===== src/rtl/friscv_mem_arbiter.sv =====
// friscv_mem_arbiter: round-robin arbiter for two memory-style masters sharing one slave port.
// Optional grant watchdog enabled by defining FRISCV_MEM_ARB_TIMEOUT_EN.
module friscv_mem_arbiter #(
  parameter int ADDRW   = 16,
  parameter int XLEN    = 32,
  parameter int TIMEOUT = 255
) (
  input  logic               aclk,
  input  logic               srst,
  input  logic               mst0_en,
  input  logic               mst0_wr,
  input  logic [ADDRW-1:0]   mst0_addr,
  input  logic [XLEN-1:0]    mst0_wdata,
  input  logic [XLEN/8-1:0]  mst0_strb,
  output logic [XLEN-1:0]    mst0_rdata,
  output logic               mst0_ready,
  input  logic               mst1_en,
  input  logic               mst1_wr,
  input  logic [ADDRW-1:0]   mst1_addr,
  input  logic [XLEN-1:0]    mst1_wdata,
  input  logic [XLEN/8-1:0]  mst1_strb,
  output logic [XLEN-1:0]    mst1_rdata,
  output logic               mst1_ready,
  output logic               slv_en,
  output logic               slv_wr,
  output logic [ADDRW-1:0]   slv_addr,
  output logic [XLEN-1:0]    slv_wdata,
  output logic [XLEN/8-1:0]  slv_strb,
  input  logic [XLEN-1:0]    slv_rdata,
  input  logic               slv_ready,
  output logic               timeout_err
);

  localparam int STRBW = XLEN / 8;

  if (TIMEOUT < 1) begin : g_bad_timeout
    $error("friscv_mem_arbiter: TIMEOUT must be at least 1");
  end

  typedef enum logic [1:0] {
    IDLE   = 2'd0,
    GRANT0 = 2'd1,
    GRANT1 = 2'd2
  } state_t;

  state_t             state;
  logic               last_grant;
  logic               gnt0;
  logic               gnt1;
  logic               sel_en;
  logic               sel_wr;
  logic [ADDRW-1:0]   sel_addr;
  logic [XLEN-1:0]    sel_wdata;
  logic [STRBW-1:0]   sel_strb;
  logic               abort;
  logic               done;

  assign gnt0 = (state == GRANT0);
  assign gnt1 = (state == GRANT1);

  // Request of whichever master currently owns the slave; all zero while idle.
  always_comb begin
    sel_en    = 1'b0;
    sel_wr    = 1'b0;
    sel_addr  = '0;
    sel_wdata = '0;
    sel_strb  = '0;
    if (gnt0) begin
      sel_en    = mst0_en;
      sel_wr    = mst0_wr;
      sel_addr  = mst0_addr;
      sel_wdata = mst0_wdata;
      sel_strb  = mst0_strb;
    end else if (gnt1) begin
      sel_en    = mst1_en;
      sel_wr    = mst1_wr;
      sel_addr  = mst1_addr;
      sel_wdata = mst1_wdata;
      sel_strb  = mst1_strb;
    end
  end

`ifdef FRISCV_MEM_ARB_TIMEOUT_EN
  localparam int CNTW = $clog2(TIMEOUT + 1);
  localparam logic [CNTW-1:0] LAST_WAIT = CNTW'(TIMEOUT - 1);

  logic [CNTW-1:0] wait_cnt;

  // Counts stalled grant cycles; the abort fires on the TIMEOUT-th one.
  assign abort = sel_en & ~slv_ready & (wait_cnt == LAST_WAIT);

  always_ff @(posedge aclk) begin
    if (srst || !sel_en || done) begin
      wait_cnt <= '0;
    end else if (!slv_ready) begin
      wait_cnt <= wait_cnt + 1'b1;
    end
  end

  assign timeout_err = abort & ~srst;
`else
  assign abort       = 1'b0;
  assign timeout_err = 1'b0;
`endif

  assign done = sel_en & (slv_ready | abort);

  assign slv_en    = sel_en & ~abort;
  assign slv_wr    = sel_wr;
  assign slv_addr  = sel_addr;
  assign slv_wdata = sel_wdata;
  assign slv_strb  = sel_strb;

  // A reset arriving mid-transfer must not hand a completion back to the master.
  assign mst0_ready = gnt0 & ~srst & (slv_ready | abort);
  assign mst1_ready = gnt1 & ~srst & (slv_ready | abort);
  assign mst0_rdata = (gnt0 && !abort) ? slv_rdata : '0;
  assign mst1_rdata = (gnt1 && !abort) ? slv_rdata : '0;

  // On a tie the master that was not served last wins.
  always_ff @(posedge aclk) begin
    if (srst) begin
      state      <= IDLE;
      last_grant <= 1'b1;
    end else begin
      case (state)
        IDLE: begin
          if (mst0_en && (!mst1_en || last_grant)) begin
            state <= GRANT0;
          end else if (mst1_en) begin
            state <= GRANT1;
          end
        end
        GRANT0: begin
          if (!mst0_en) begin
            state <= IDLE;
          end else if (done) begin
            last_grant <= 1'b0;
            state      <= mst1_en ? GRANT1 : IDLE;
          end
        end
        GRANT1: begin
          if (!mst1_en) begin
            state <= IDLE;
          end else if (done) begin
            last_grant <= 1'b1;
            state      <= mst0_en ? GRANT0 : IDLE;
          end
        end
        default: state <= IDLE;
      endcase
    end
  end

endmodule

===== config.mk =====
export PLATFORM = sky130hd
export DESIGN_NAME = friscv_mem_arbiter
export DESIGN_NICKNAME = d
export VERILOG_FILES = /design/src/rtl/friscv_mem_arbiter.sv
export SDC_FILE = /design/constraint.sdc
export NUM_CORES = 1
export LEC_CHECK = 0
export ABC_AREA = 1
export BUFFER_PORTS_ARGS = -buffer_cell sky130_fd_sc_hd__buf_4
export CORE_AREA = 3 3 100 102
export DETAILED_ROUTE_END_ITERATION = 7
export DIE_AREA = 0 0 103 105
export HOLD_SLACK_MARGIN = 0.05
export SLEW_MARGIN = 30
export SYNTH_ARGS = -nofsm -noshare
export SYNTH_HDL_FRONTEND = slang
export SYNTH_SLANG_ARGS = --single-unit
export TNS_END_PERCENT = 50

===== constraint.sdc =====
create_clock -name aclk -period 1.39 [get_ports aclk]
set_clock_uncertainty 0.15 [all_clocks]
set_input_delay 0.0695 -clock aclk [delete_from_list [all_inputs] [get_ports aclk]]
set_output_delay 0.0695 -clock aclk [all_outputs]
set_load 0.02 [all_outputs]

# Word level (Yosys, flattened, before mapping)
# Index checks and enable logic that the tools add are counted.
[totals]
wordCells = 50
output_inout_bits = 121
ff_bits = 3
input_bits = 143
[classes]
n_eq_ne = 9
bitwise_logic = 6
n_reduce_logical = 7
muxes = 26
[op_table]
columns = ["op", "n"]
rows = [
  ["$mux W32", 4],
  ["$mux W16", 2],
  ["$mux W2", 7],
  ["$mux W1", 9],
  ["$mux W4", 2],
  ["$ne A3 B2 Y1 const B", 2],
  ["$pmux W2 S3", 1],
  ["$and A1 B1 Y1", 5],
  ["$reduce_and A5 Y1", 1],
  ["$ne A2 B1 Y1 const B", 2],
  ["$ne A2 B2 Y1 const B", 2],
  ["$ne A3 B3 Y1 const B", 1],
  ["$reduce_and A3 Y1", 1],
  ["$eq A2 B1 Y1 const B", 1],
  ["$eq A2 B2 Y1 const B", 1],
  ["$logic_not A2 Y1", 1],
  ["$pmux W1 S2", 1],
  ["$reduce_bool A2 Y1", 1],
  ["$logic_and A1 B1 Y1", 1],
  ["$logic_not A1 Y1", 1],
  ["$logic_or A1 B1 Y1", 1],
  ["$not A1 Y1", 1],
]

# Depth between registers and ports, before layout
# Gate-level depths: netlist of run 1.
[depth]
word_depth = 7
ltp_mapped = 8
mapped_depth_nobuf = 7

# Worst setup path before layout of run 1
# Ideal clock, no wire load.
[synth_timing]
path_type = "register to output"
start = "reg state[1]"
end = "out mst0_ready"
arrival_ns = 1.037
path_slack_ns = 0.134
stages_incl_launch_ff = 5
cell_sequence = "dfxtp_1 -> inv_2 -> buf_6 -> nand2_4 -> nor3_1"
[synth_between]
elab_chain_len = 3
[synth_rtl]
columns = ["element", "line", "text"]
rows = [
  ["start, declared", "46", "state_t state;"],
  ["start signal, assigned", "139", "state <= mst1_en ? GRANT1 : IDLE;"],
  ["start signal, assigned", "147", "state <= mst0_en ? GRANT0 : IDLE;"],
  ["$eq A2 B1 Y1", "58", "assign gnt0 = (state == GRANT0);"],
  ["$and A1 B1 Y1 (2 in series)", "115", "assign mst0_ready = gnt0 & ~srst & (slv_ready | abort);"],
  ["end, declared", "16", "output logic mst0_ready,"],
]
# Every way passes these cells.

# Worst setup path in the final report of run 1
[layout_timing]
start = "reg state[0]"
end = "out slv_wdata[2]"
[layout_between]
elab_chain_len = 3
elab_cells_between_ends = 4
cone_classes = "2 x eq/ne; 2 x mux"
[layout_rtl]
columns = ["element", "line", "text"]
rows = [
  ["$eq A2 B2 Y1", "59", "assign gnt1 = (state == GRANT1);"],
  ["$mux W32", "74", "end else if (gnt1) begin"],
  ["$mux W32 (*)", "68", "if (gnt0) begin"],
  ["end, declared", "27", "output logic [XLEN-1:0] slv_wdata,"],
]
# Every way passes the cells marked *; elsewhere a longest branch is shown, timed or not.

==> qor.yml, run 1 <==
global_route:
  grt_pass1_wl_um: 13400
  grt.overflow.total: 0
  grt_usage_pct: 15.2
  antenna_found_initial: 0
  grt_pass1_vias: 2851
  grt_max_degree: 36
detailed_routing:
  via_per_inst: 4.34
  dr.pass1.iters: 4
  avgRoutedWirePerCell_um: 13.8
  final_antenna_net_count: 0
  remaining_drc_errors: 0
  finalWirelength_um: 9560
  drt_iter0_markers: 68
  num_vias: 3019
synthesis:
  ys_warn_count: 0
  ys_ff_latch: 3
  synth-compound-area-share_pct: 1.70
  ys_top_cells_by_area: "nand2_1, nand3_1, nor2_1"
  synth_top_family_by_area: "simple AND/OR/NAND/NOR gates"
  synth_top_area_cell: "nand2_1"
  synth_xor_area_share_pct: 0
  synth-adder-area-share_pct: 0
  syn_avg_cell_area_um2: 4.39
  synth_top_area_share_pct: 31.1
  ys_seq_area_share_pct: 4.29
  synth_cells: 319
  synthMuxAreaShare_pct: 0
  synthSimpleGateAreaFrac_pct: 73.3
  synth_area_mm2: 0.00140
  synth_cell_types: 17
  synth_fp_nets: 462
setup_path:
  timing.rr.start: "state[0]"
  r2r_end: "state[0]"
  cp-end-kind: "output port"
  cp.arrival_ns: 1.28
  crit_fanout: 5
  worstSetupStartpointType: "flip-flop"
  reg2reg_depth: 7
  worstPathRequired_ns: 1.17
  r2r_slack_ns: 0.07
  critical_path_class: "reg -> out"
layout:
  syn_to_final_growth_pct: 191
  drive_gt1_share_pct: 56.7
  nets: 728
  n_antenna_cell: 0
  finalInstanceArea_mm2: 0.00408
clock_tree:
  cts_num_sinks: 3
  tritoncts: "built"
  clk_pin_slew_worst_paths_ns: 0.03
  cts-root-buf: "clkbuf_8"
  cts_buffers: 3
  htreeDepth: 1
  insertion_delay_ns: 0.21
  cts.path.max_buffers: 2
hold_path:
  min_to: "state[0]"
  hold_path_class: "in -> reg"
  hold_start: "mst1_en"
  min_path_cells: 4
floorplanning:
  start_util_pct: 15.2
  core_mm2: 0.00920
  row_count: 35
  die_x_um: 103
  ios: 264
  die_area_mm2: 0.0108
  dieHeight_um: 105
run_status:
  violations: "setup timing"
  status: "finished with violations"
placement:
  port_buffers: 262
  dpl.hpwl_um: 6970
  gp_congestion: 0.798
  place_area_mm2: 0.00350
sta:
  holdWs_ns: 0.0678
  setup_viol: 78
  finalMaxSlewViolations: 0
  rsz0062_at_grt: "yes"
  max_clock_freq_ghz: 0.665
  layout_min_cycle_time_ns: 1.50
  period_share_pct: 108
  layout_setup_ws_ns: -0.114
  hold_viol: 0
job:
  cap_violations: 0
pwr:
  power_density_mw_per_mm2: 789
  peakVddDrop_mv: 0.463
  leakagePower_nw: 2.47
==> final cells by class <==
class	instances	area, um^2
flip-flops and latches	3	67.6
multi-input cells	254	1180
repair buffers	285	2480
clock buffers	4	45.0
fillers	958	5120
well taps	111	139
inverters	38	163
==> critical path: stages, from the launching register on <==
cell,delay [ns]
dfxtp_4,0.36
inv_4,0.05
nand2_8,0.07
clkinv_8,0.08
buf_12,0.13
buf_16,0.14
nand2_2,0.06
nand2_2,0.05
buf_6,0.13
==> worst max path at each step <==
| stage | slack [ns] | endpoint | from | cells past startpoint |
|---|---|---|---|---|
| after CTS | -0.12 | slv_addr[2] | state[0] | 7 |
| after global routing | -0.17 | slv_wdata[2] | state[0] | 8 |
| after detailed placement | -0.003 | slv_addr[15] | state[1] | 5 |
| after floorplan | 0.13 | mst0_ready | state[1] | 4 |
| after global placement | 0.02 | slv_addr[15] | state[1] | 5 |
| final | -0.11 | slv_wdata[2] | state[0] | 8 |
==> logic make-up (layout without fill, tap and decap cells) <==
kind of cell,after synthesis,count (layout)
simple gates,249,249
other cells,1,1
compound gates,4,4
flops,3,3
buf+inv,62,327
==> power breakdown <==
group / switching (mW) / internal, mW
clock: 0.0527 / 0.195
sequential: 0.0221 / 0.102
combinational: 1.49 / 1.36
==> through the flow <==
step	total power, mW	instances	util [%]	setup WS, ns	setup TNS [ns]
floorplan	1.34	319	-	0.134	0
global placement	2.46	679	38.0	0.0211	0
detailed placement	2.47	679	38.0	-0.00330	-0.00330
CTS	3.18	695	43.4	-0.120	-5.60
global route	3.43	695	44.4	-0.168	-8.40
finish	3.22	695	44.4	-0.114	-3.10
==> cells in the final DEF (no fill, tap or decap), drive strengths merged <==
master       count
o211ai           1
nor3             2
dlygate4sd3      2
inv             37
buf            282
nor2            70
dfxtp            3
nand2          120
nand3           57
a21oi            2
conb             1
clkbuf           5
clkinv           1
o22ai            1
==> synth_stat cells (all sizes together) <==
cell type,instances
a21oi,2
inv,38
o211ai,1
nand3,57
nor3,2
o22ai,1
nor2,70
conb,1
nand2,120
buf,24
dfxtp,3
==> layer usage <==
| metal | share of wire (%) | global-route usage, % | vias up |
|---|---|---|---|
| li1 | - | - | 1494 |
| met2 | 54 | 30.3 | 183 |
| met4 | 0.99 | 2.50 | 0 |
| met3 | 11 | 3.27 | 10 |
| met5 | 0 | 0 | - |
| met1 | 34 | 15.8 | 1332 |
==> timing repair <==
item / CTS / global route
setup buffers: 5 / 1
resized for setup: 66 / 36
cloned: 5 / 1
hold buffers: 2 / 0
endpoints found under the setup margin: 112 / 108
hold endpoints to repair: 3 / 0
pin swaps: 2 / 1
==> state kept, by name, summed over array words and instances (netlist names) <==
name and count:
state 2, last_grant 1
No activity file was read; power rests on OpenSTA's default activity.
==> run 2: changes to the inputs <==
--- a/config.mk
+++ b/config.mk
@@ -9,6 +9,10 @@
 export BUFFER_PORTS_ARGS = -buffer_cell sky130_fd_sc_hd__buf_4
-export CORE_AREA = 3 3 100 102
+export CELL_PAD_IN_SITES_DETAIL_PLACEMENT = 0
+export CELL_PAD_IN_SITES_GLOBAL_PLACEMENT = 1
+export CORE_ASPECT_RATIO = 2
+export CORE_MARGIN = 3
+export CORE_UTILIZATION = 13
 export DETAILED_ROUTE_END_ITERATION = 7
-export DIE_AREA = 0 0 103 105
 export HOLD_SLACK_MARGIN = 0.05
+export PLACE_DENSITY_LB_ADDON = 0.1
 export SLEW_MARGIN = 30
--- a/constraint.sdc
+++ b/constraint.sdc
@@ -4,2 +4,2 @@
 set_output_delay 0.0695 -clock aclk [all_outputs]
-set_load 0.02 [all_outputs]
+set_load 0.01 [all_outputs]
==> qor.yml, run 2 (synthesis gave the netlist of run 1 again) <==
detailed_routing:
  finalWirelength_um: 10700
  final_antenna_net_count: 0
  remaining_drc_errors: 0
  avgRoutedWirePerCell_um: 14.7
  drt_iter0_markers: 82
  num_vias: 3072
  via_per_inst: 4.21
  dr.pass1.iters: 4
sta:
  layout_min_cycle_time_ns: 1.51
  max_clock_freq_ghz: 0.663
  layout_setup_ws_ns: -0.117
  setup_viol: 110
  finalMaxSlewViolations: 0
  rsz0062_at_grt: "yes"
  final.setup.tns_ns: -8.43
  hold_viol: 0
  period_share_pct: 108
pwr:
  switching_share_pct: 41.3
  switchingPower_mw: 1.41
  peakVddDrop_mv: 0.519
  p_seq_share_pct: 3.5
  clkPwrFrac_pct: 13.6
  p_int_mw: 2.00
  power_density_mw_per_mm2: 756
  leakagePower_nw: 2.63
  combinationalPowerShare_pct: 82.9
global_route:
  antenna_found_initial: 0
  grt_pass1_wl_um: 14700
  grt_pass1_vias: 2933
  grt.overflow.total: 0
  grt_max_degree: 36
  grt_usage_pct: 15.2
job:
  cap_violations: 0
layout:
  fillerInstances: 1132
  n_antenna_cell: 0
  top_regs: "state x2, last_grant x1"
  syn_to_final_growth_pct: 221
  finalInstanceArea_mm2: 0.00450
  drive_gt1_share_pct: 65.7
  final_cell_mix: "buf_4, nand2_2, nand3_1, nor2_1, buf_6"
  nets: 736
  final_common_cell: "buf_4"
  fin_cells: 729
  largest_reg_flops: 2
  regMostFlops: "state"
  post-route-util_pct: 42.7
setup_path:
  cp.arrival_ns: 1.29
  cp-endpoint: "slv_addr[11]"
  worstSetupStartpointType: "flip-flop"
  r2r_end: "state[0]"
  crit_fanout: 5
  r2r_slack_ns: 0.02
  worstSetupStartpoint: "state[0]"
  worstPathRequired_ns: 1.17
  cp-end-kind: "output port"
  slowest_delay_ns: 0.36
  timing.rr.start: "state[0]"
  reg2reg_depth: 9
  critical_path_class: "reg -> out"
  crit_slowest_cell: "dfxtp_4"
  cpMostUsedCell: "nand2_2"
  path_cells: "inv_4, nand2_4, inv_8, buf_12, clkbuf_16, nand2_2, nand2_2, buf_6"
run_status:
  status: "finished with violations"
  violations: "setup timing"
clock_tree:
  cts_num_sinks: 3
  cts-root-buf: "clkbuf_16"
  cts.path.max_buffers: 2
  htreeDepth: 1
  insertion_delay_ns: 0.23
  cts_buffers: 3
  clk_pin_slew_worst_paths_ns: 0.03
  tritoncts: "built"
placement:
  port_buffers: 262
  place_area_mm2: 0.00352
  gp_congestion: 0.755
  placedCellCount: 705
  dpl.hpwl_um: 7320
  pre_cts_slack_ns: 0.0198
hold_path:
  min_path_cells: 3
  hold_path_class: "in -> reg"
floorplanning:
  dieHeight_um: 153
  row_count: 53
  ios: 264
  die_area_mm2: 0.0121
  core_mm2: 0.0105
  start_util_pct: 13.3
  die_x_um: 79.4
-- run 2: cell types whose count changed in the layout (fill, tap and decap cells not counted), moves of 5 or more --
cell and delta:
buf_6 +10, buf_4 -7, clkbuf_16 +7, nand2_1 -45
nand2_4 +10, nor2_2 +5, nand2_2 +36, nor2_1 -5
-- run 2: layout make-up --
cell class / count / area [um^2] / share of cell area, %
clock buffers: 4 / 78.8 / 1.75
well taps: 137 / 171 / 3.81
multi-input cells: 254 / 1350 / 30.0
flip-flops and latches: 3 / 65.1 / 1.45
inverters: 38 / 155 / 3.45
repair buffers: 293 / 2680 / 59.6
-- run 2: critical path, delay by kind of cell (launching register included) --
family / cells / cell delay, ns
simple gates: 3 / 0.19
flops: 1 / 0.36
buf+inv: 5 / 0.50
-- run 2: worst min-delay path by stage --
stage	startpoint	to	slack [ns]
3_3_place_gp	srst	last_grant	0.20
4_1_cts	slv_ready	last_grant	0.06
5_1_grt	slv_ready	last_grant	0.09
3_5_place_dp	srst	last_grant	0.20
6_report	slv_ready	last_grant	0.05
2_1_floorplan	srst	mst0_ready	0.04
-- run 2: timing repair --
item,in CTS,in global routing
endpoints found under the setup margin,112,112
gates cloned,5,5
buffers inserted,6,2
gates resized for setup,59,112
endpoints found under the hold margin,3,0
hold buffers,2,0
pin swaps,0,4
-- run 2: power by group through the flow --
stage / Clock [mW] / Combinational (mW) / Sequential, mW
floorplan: 0 / 0.916 / 0.110
global placement: 0 / 2.05 / 0.112
detailed placement: 0 / 2.05 / 0.113
CTS: 0.469 / 2.48 / 0.117
global route: 0.470 / 3.03 / 0.119
finish: 0.464 / 2.82 / 0.118
-- run 2: layer usage --
metal,vias up,part of all wire [%],GRT usage [%]
li1,1516,-,-
met1,1381,29,13.8
met2,162,60,31.9
met3,13,8.7,3.20
met4,0,1.8,4.10
met5,-,0,0
-- run 2: through the flow --
stage / power [mW] / hold WS (ns)
after floorplan: 1.03 / 0.0397
after global placement: 2.17 / 0.197
after detailed placement: 2.16 / 0.204
after CTS: 3.06 / 0.0647
after global routing: 3.62 / 0.0934
final: 3.40 / 0.0515
==> run 3: changes to the inputs <==
Settings changed: CORE_MARGIN 3 to unset.
==> qor.yml, run 3 (synthesis gave the netlist of run 1 again) <==
sta:
  layout_min_cycle_time_ns: 1.49
  setup_viol: 108
  max_clock_freq_ghz: 0.670
  final.setup.tns_ns: -7.05
  holdWs_ns: 0.176
  period_share_pct: 107
  finalMaxSlewViolations: 0
  layout_setup_ws_ns: -0.103
  rsz0062_at_grt: "yes"
  hold_viol: 0
run_status:
  status: "finished with violations"
  violations: "setup timing"
pwr:
  power_density_mw_per_mm2: 751
  peakVddDrop_mv: 0.397
  leakagePower_nw: 2.79
layout:
  drive_gt1_share_pct: 73.6
  fillerInstances: 1104
  nets: 738
  regMostFlops: "state"
  final_common_cell: "buf_4"
  final_cell_mix: "buf_4, nand2_2, buf_6, nand3_1, nor2_1"
  regArea_um2: 67.6
  multi_input_area_mm2: 0.00156
  top_regs: "state x2, last_grant x1"
  syn_to_final_growth_pct: 242
  n_antenna_cell: 0
  largest_reg_flops: 2
  finalInstanceArea_mm2: 0.00479
floorplanning:
  dieHeight_um: 149
  ios: 264
  die_area_mm2: 0.0112
  core_mm2: 0.0105
  row_count: 53
  die_x_um: 75.4
  start_util_pct: 13.4
setup_path:
  timing.rr.start: "state[0]"
  crit_fanout: 12
  r2r_end: "state[0]"
  r2r_slack_ns: 0.07
  cp-end-kind: "output port"
  critical_path_class: "reg -> out"
  worstPathRequired_ns: 1.17
  cp.arrival_ns: 1.27
  worstSetupStartpointType: "flip-flop"
  reg2reg_depth: 7
placement:
  pre_cts_slack_ns: 0.102
  place_area_mm2: 0.00356
  port_buffers: 262
  dpl.hpwl_um: 7110
  gp_congestion: 0.829
clock_tree:
  cts.path.max_buffers: 2
  tritoncts: "built"
  cts_buffers: 3
  htreeDepth: 1
  clk_pin_slew_worst_paths_ns: 0.03
  cts_num_sinks: 3
  cts-root-buf: "clkbuf_16"
  insertion_delay_ns: 0.23
detailed_routing:
  num_vias: 3086
  dr.pass1.iters: 4
  avgRoutedWirePerCell_um: 14.6
  via_per_inst: 4.22
  remaining_drc_errors: 0
  drt_iter0_markers: 58
  final_antenna_net_count: 0
  finalWirelength_um: 10700
global_route:
  grt_max_degree: 33
  top_usage_layer: "met2"
  grt_pass1_wl_um: 14100
  antenna_found_initial: 0
  grt_use_met3_pct: 2.84
  grt_pass1_vias: 2867
  grt_usage_pct: 16.7
  grt_use_met1_pct: 13.8
  grt.overflow.total: 0
  met2_usage_pct: 36.2
hold_path:
  min_path_cells: 5
  hold_start: "mst0_en"
  hold_path_class: "in -> reg"
  min_to: "state[0]"
job:
  cap_violations: 0
run 3: cell count changes in the layout (fill, tap and decap cells not counted), sizes merged:
cell / previous run / this run
buf: 286 / 289
dlygate4sd3: 2 / 3
clkbuf: 9 / 7
run 3: final cells by class:
type | instances | area share (%)
repair buffers | 295 | 57.6
inverters | 38 | 3.24
flip-flops and latches | 3 | 1.41
clock buffers | 4 | 1.65
well taps | 137 | 3.58
multi-input cells | 254 | 32.5
run 3: critical path, cell delays in order (launching register included):
cell and delay, ns:
dfxtp_4 0.35, inv_4 0.06, nand2_4 0.06, buf_4 0.17, clkbuf_16 0.18, nor2_1 0.09
buf_4 0.12
run 3: power breakdown:
group / leakage (nW) / switching, mW / internal, mW
combinational: 2.73 / 1.39 / 1.61
clock: 0.0382 / 0.0932 / 0.380
sequential: 0.0260 / 0.0163 / 0.102
total: 2.79 / 1.50 / 2.09
run 3: stage by stage:
| stage | power, mW | std cells | utilization, % |
|---|---|---|---|
| floorplan | 1.03 | 319 | - |
| global placement | 2.20 | 707 | 33.9 |
| detailed placement | 2.19 | 707 | 33.9 |
| CTS | 3.34 | 727 | 42.0 |
| global route | 3.82 | 731 | 45.7 |
| finish | 3.60 | 731 | 45.7 |
run 3: worst max path at each step:
stage                         from        endpoint  slack, ns  depth (start not counted)
final                     state[0]  mst1_rdata[17]      -0.10                          6
after global routing      state[0]    slv_wdata[3]      -0.14                          8
after CTS                 state[0]   slv_wdata[24]      -0.09                          5
after detailed placement  state[0]   slv_wdata[20]       0.10                          7
after global placement    state[0]   slv_wdata[20]       0.13                          7
after floorplan           state[1]        state[1]       0.23                          8
run 3: what timing repair did:
action,in CTS,in global routing
endpoints found under the setup margin,110,120
buffers inserted,7,1
endpoints found under the hold margin,3,0
hold buffers,3,0
gates cloned,7,3
gates resized for setup,148,98
pin swaps,3,15
run 3: metal layers:
metal	part of all wire [%]	vias to the layer above
met3	7.1	15
met5	0	-
met4	2.0	0
li1	-	1519
met2	61	164
met1	30	1388
